File: src/rtl/cache_maint_pkg.sv
// Shared types for the cache maintenance sequencer.
//   maint_state_t : sequencer FSM states
//   maint_op_t    : latched maintenance operation
package cache_maint_pkg;

    typedef enum logic [2:0] {
        StIdle,
        StDReq,
        StDDrop,
        StIReq,
        StIDrop,
        StAck
    } maint_state_t;

    typedef enum logic [1:0] {
        OpFenceI,
        OpDflush,
        OpIclear
    } maint_op_t;

endpackage

File: src/rtl/maint_timeout_cnt.sv
// Saturating cycle counter used to bound how long a cache request may stay
// outstanding.
//   clk, rst : clock, synchronous active-high reset
//   clear    : force the count to zero (has priority over enable)
//   enable   : count this cycle
//   expired  : this cycle's increment reaches LIMIT (never set when LIMIT == 0)
module maint_timeout_cnt #(
    parameter int unsigned LIMIT = 0
) (
    input  logic clk,
    input  logic rst,
    input  logic clear,
    input  logic enable,
    output logic expired
);

    localparam int unsigned CntW = (LIMIT > 0) ? $clog2(LIMIT + 1) : 1;
    localparam logic [CntW-1:0] CntMax = CntW'(LIMIT);

    logic [CntW-1:0] cnt_q, cnt_d;
    logic [31:0]     cnt_ext;

    always_comb begin
        cnt_d = cnt_q;
        if (clear) begin
            cnt_d = '0;
        end else if (enable && (cnt_q != CntMax)) begin
            cnt_d = cnt_q + 1'b1;
        end
    end

    // Compare in 32 bits so cnt_q + 1 cannot wrap at the top of the range.
    assign cnt_ext = 32'(cnt_q);
    assign expired = (LIMIT != 0) && enable && !clear && ((cnt_ext + 32'd1) >= LIMIT);

    always_ff @(posedge clk) begin
        if (rst) begin
            cnt_q <= '0;
        end else begin
            cnt_q <= cnt_d;
        end
    end

endmodule

File: src/rtl/cache_maint_ctrl.sv
// Sequences cache maintenance requests (fence.i, D-cache flush, I-cache clear)
// onto the caches' clear/flush handshake and returns a one-cycle ack.
//   CLK, RST           : clock, synchronous active-high reset
//   fence_i_req        : D-cache flush then I-cache clear (level, held until ack)
//   dflush_req         : D-cache flush only (level, held until ack)
//   iclear_req         : I-cache clear only (level, held until ack)
//   dcache_flush       : request to D-cache, dcache_flush_done its completion
//   icache_clear       : request to I-cache, icache_clear_done its completion
//   busy               : high whenever not idle
//   ack                : one-cycle pulse on completion or abort
//   timeout_err        : sticky abort flag, cleared when a new request is accepted
module cache_maint_ctrl
    import cache_maint_pkg::*;
#(
    parameter int unsigned TIMEOUT_CYCLES = 0
) (
    input  logic CLK,
    input  logic RST,
    input  logic fence_i_req,
    input  logic dflush_req,
    input  logic iclear_req,
    output logic dcache_flush,
    input  logic dcache_flush_done,
    output logic icache_clear,
    input  logic icache_clear_done,
    output logic busy,
    output logic ack,
    output logic timeout_err
);

    maint_state_t state_q, state_d;
    maint_op_t    op_q, op_d;
    logic         terr_d;
    logic         in_req;
    logic         expired;

    assign in_req = (state_q == StDReq) || (state_q == StIReq);

    // Held at zero outside the request states, so it starts from zero on entry.
    maint_timeout_cnt #(
        .LIMIT (TIMEOUT_CYCLES)
    ) u_timeout_cnt (
        .clk     (CLK),
        .rst     (RST),
        .clear   (!in_req),
        .enable  (in_req),
        .expired (expired)
    );

    always_comb begin
        state_d = state_q;
        op_d    = op_q;
        terr_d  = timeout_err;
        case (state_q)
            StIdle: begin
                if (fence_i_req) begin
                    op_d    = OpFenceI;
                    state_d = StDReq;
                    terr_d  = 1'b0;
                end else if (dflush_req) begin
                    op_d    = OpDflush;
                    state_d = StDReq;
                    terr_d  = 1'b0;
                end else if (iclear_req) begin
                    op_d    = OpIclear;
                    state_d = StIReq;
                    terr_d  = 1'b0;
                end
            end
            StDReq: begin
                // A done arriving on the expiry cycle still counts as completion.
                if (dcache_flush_done) begin
                    state_d = StDDrop;
                end else if (expired) begin
                    state_d = StAck;
                    terr_d  = 1'b1;
                end
            end
            StDDrop: begin
                if (!dcache_flush_done) begin
                    state_d = (op_q == OpFenceI) ? StIReq : StAck;
                end
            end
            StIReq: begin
                if (icache_clear_done) begin
                    state_d = StIDrop;
                end else if (expired) begin
                    state_d = StAck;
                    terr_d  = 1'b1;
                end
            end
            StIDrop: begin
                if (!icache_clear_done) begin
                    state_d = StAck;
                end
            end
            StAck: begin
                state_d = StIdle;
            end
            default: begin
                state_d = StIdle;
            end
        endcase
    end

    // Outputs are registered from the next state so they line up with state_q.
    always_ff @(posedge CLK) begin
        if (RST) begin
            state_q      <= StIdle;
            op_q         <= OpDflush;
            dcache_flush <= 1'b0;
            icache_clear <= 1'b0;
            busy         <= 1'b0;
            ack          <= 1'b0;
            timeout_err  <= 1'b0;
        end else begin
            state_q      <= state_d;
            op_q         <= op_d;
            dcache_flush <= (state_d == StDReq);
            icache_clear <= (state_d == StIReq);
            busy         <= (state_d != StIdle);
            ack          <= (state_d == StAck);
            timeout_err  <= terr_d;
        end
    end

endmodule

File: config.mk
export PLATFORM = sky130hd
export DESIGN_NAME = cache_maint_ctrl
export DESIGN_NICKNAME = d
export VERILOG_FILES = /design/src/rtl/cache_maint_pkg.sv /design/src/rtl/maint_timeout_cnt.sv /design/src/rtl/cache_maint_ctrl.sv
export SDC_FILE = /design/constraint.sdc
export NUM_CORES = 1
export LEC_CHECK = 0
export BUFFER_PORTS_ARGS = -buffer_cell sky130_fd_sc_hd__buf_2
export CORE_AREA = 5 5 42 44
export CTS_CLUSTER_DIAMETER = 200
export DETAILED_ROUTE_END_ITERATION = 7
export DIE_AREA = 0 0 47 49
export GPL_TIMING_DRIVEN = 0
export PLACE_DENSITY = 0.6
export SLEW_MARGIN = 25
export SYNTH_ARGS = -nofsm -noshare
export SYNTH_HDL_FRONTEND = slang
export SYNTH_HIERARCHICAL = 1
export SYNTH_SLANG_ARGS = --single-unit
File: constraint.sdc
create_clock -name CLK -period 1.91 [get_ports CLK]
set_input_delay 0.2865 -clock CLK [delete_from_list [all_inputs] [get_ports CLK]]
set_output_delay 0.2865 -clock CLK [all_outputs]
set_load 0.05 [all_outputs]
==> results.md <==
- Slowest cell delay on critical path: 0.46 ns
- Clock share of power: 15.2%
- Synth Net Count: 62
- Net Sw Power: 0.000380 W
- WHS Path Cells: 2
- DR vias: 428
- Post-layout nets: 78
- Worst slew margin: 66.8%
- Drt via density: 5.04
- H-tree lvl count: 1
- Die area: 2300 um^2
- Initial DRT Pass Iterations: 4
- Cell family with most CP delay: flip-flops
- # port buffers: 11
- Crit path from: state_q[2]
- Layout cell share with drive strength beyond 1: 34.8%
- Max_cap viols: 0
- Syn Inst Count: 55
- Core Rows: 14
- DP HPWL: 765 um
- Distinct cells, synth: 27
- Max IR drop VDD: 0.000558 V
- Vias in the first global route: 396
- Initial Utilization: 36.9%
- IO Count: 12
- Cts bufs inserted: 3
- PwrDens: 1450 nW/um^2
- Fmax: 673 MHz
- GRT Util Overall: 9.89%
- Hold WC Path Type: input pin to flop
- Critical path depth: 5
- CORE AREA: 1400 um^2
- Worst-Margin Slew: 0.494 ns
- Root Driver: clkbuf_4
- Critical Path Slowest Stage Cell: dfxtp_1
- Critical Path AT: 1.61 ns
- Endpoint type of the worst setup path: flop
- Synthesis-to-finish area growth: 18.9%
- Comb pwr share: 50.0%
- Total Neg Setup Slack: 0 ns
- CTS tree: yes
- Critical path endpoint: ack
- Worst path bufs/invs: 1
- Inst Count DP: 82
- Mapped cell area: 517 um^2
- Wire per inst: 11.8 um
- Worst Skew: 0.00251 ns
- Post-CTS resize count: 0
- Mean Syn Cell Area: 9.40 um^2
- Flop and latch count out of synthesis: 10
- CP Max Fanout: 8
- Worst EP required: 2.04 ns
- RSZ-0062 raised after global routing: no
- Sequential cell area fraction in the yosys report: 38.7%
- Initial antenna violation count: 0
- Status: finished, final reports clean
- Die extent in y: 49 um
- Critical R2R Launch: state_q[2]
- CTS clock-pin slew for the worst setup and hold paths: 0.06 ns
- Int Power: 0.000509 W
- Crit path cell chain: and2b_4, inv_4, nor3b_4, o31ai_1, nor2_1
- Starting DRC count in detailed routing: 3
- R2R Setup Slk: 0.42 ns
- Part of the cycle the worst path needs: 77.8%
- DRT Wirelength: 999 um
- LEAKAGE: 0.254 nW
- FF-to-FF End: ack
- Critical path type: flop to flop
- Longest Clk Path Bufs: 2
- Diode count: 0
- Setup bufs post-CTS: 0
- RePlAce Congestion: 0.771
- Largest net degree at the start of global routing: 11
- CP startpoint kind: flop
- GRT overflow: 0
- Pins Over Slew Limit: 0
- Reg power frac: 34.8%
- CTS sink count: 10
- Yosys Warn Count: 6
- Period minus WS final: 1.49 ns
- Sw Ratio: 42.8%
- Final setup vio count: 0
- Worst-Skew Late Latency: 0.26 ns
- Post-CTS Hold Buffers: 0
- Final non-filler cell total: 85
- Remaining routing DRC violations: 0
- Final antenna-violating net count: 0
- First-pass GRT wire length: 1680 um
- Die X: 47 um
- Reg2Reg Depth: 5
- Final hold violation count: 0
## logic make-up after synthesis
family,Yosys count,share of synthesized area [%]
AOI/OAI and AO/OA,14,19.9
buffers and inverters,5,5.57
DFF,10,38.7
other,1,0.726
and+or+nand+nor,25,35.1
## placed cells by master (no fill, tap or decap)
cell,count
nor2b_1,3
nor3_2,1
clkbuf_4,3
o41a_1,1
o21ai_0,4
dfxtp_1,10
conb_1,1
buf_2,11
a21oi_1,3
nor3b_2,1
a221oi_2,1
nand2_1,1
nor3_1,3
a221o_1,1
o31ai_1,1
a21oi_2,1
nor2_1,6
nand2b_1,1
or3b_1,2
a31oi_1,1
inv_4,1
buf_4,2
and4b_1,1
nor2b_4,1
nor3b_4,1
nor3b_1,3
inv_1,2
o31a_1,1
and2b_4,1
## worst register-to-register path: cells and delay by family (launching register included)
| kind | cells | cell delay (ns) |
|---|---|---|
| flops | 1 | 0.46 |
| simple gates | 3 | 0.38 |
| compound gates | 1 | 0.46 |
| buf+inv | 1 | 0.05 |
## Yosys cell counts (all sizes together)
cell type	instances	share of area (%)
dfxtp	10	39
nor2	6	4.4
nor3b	5	10
a21oi	4	4.6
nor2b	4	6.3
nor3	4	4.8
o21ai	4	3.9
inv	3	2.7
buf	2	2.9
or3b	2	3.4
a221o	1	1.9
a221oi	1	2.9
a31oi	1	1.2
and2b	1	1.9
and4b	1	1.9
conb	1	0.73
nand2	1	0.73
nand2b	1	1.2
o31a	1	1.7
o31ai	1	1.5
o41a	1	2.2
## power by group through the flow
stage	Combinational (W)	Sequential, W	Clock, W
2_1_floorplan	0.000260	0.000413	0
3_3_place_gp	0.000442	0.000314	0
3_5_place_dp	0.000446	0.000314	0
4_1_cts	0.000447	0.000309	0.000140
5_1_grt	0.000488	0.000317	0.000147
6_report	0.000444	0.000310	0.000135
## final cells by class
| class | count | area (um^2) |
|---|---|---|
| fill | 140 | 787 |
| multi-input combinational | 40 | 288 |
| sequential | 10 | 200 |
| timing repair buffer | 11 | 55.1 |
| clock buffer | 3 | 22.5 |
| tap | 16 | 20.0 |
| buffer | 2 | 15.0 |
| inverter | 3 | 13.8 |
## worst min path at each step
stage	startpoint	to	slack [ns]
floorplan	RST	op_q[1]	0.37
finish	RST	op_q[1]	0.26
global route	RST	timeout_err	0.29
detailed placement	op_q[0]	op_q[0]	0.48
CTS	RST	op_q[1]	0.26
global placement	op_q[0]	op_q[0]	0.48
## flip-flops by register name, summed over array words and instances (netlist names)
name / count
dcache_flush: 1
busy: 1
icache_clear: 1
op_q: 2
timeout_err: 1
ack: 1
state_q: 3
## metrics by stage
stage                     utilization, %  hold slack [ns]  setup WS, ns  power, W  cell area [um^2]
final                               43.8            0.262         0.424  0.000889               614
after global routing                43.8            0.287         0.352  0.000952               614
after CTS                           43.8            0.260         0.437  0.000896               614
after detailed placement            42.2            0.478         0.445  0.000760               592
after global placement              42.2            0.476         0.445  0.000756               592
after floorplan                        -            0.366         0.621  0.000673               517
## routing by layer
metal	track usage, %	vias to the layer above	part of all wire, %
met2	14.9	9	46
met3	6.64	0	6.9
met4	1.38	0	0
met1	11.8	194	47
li1	-	225	-
met5	0	-	0
(Power assumes the default switching activity.)
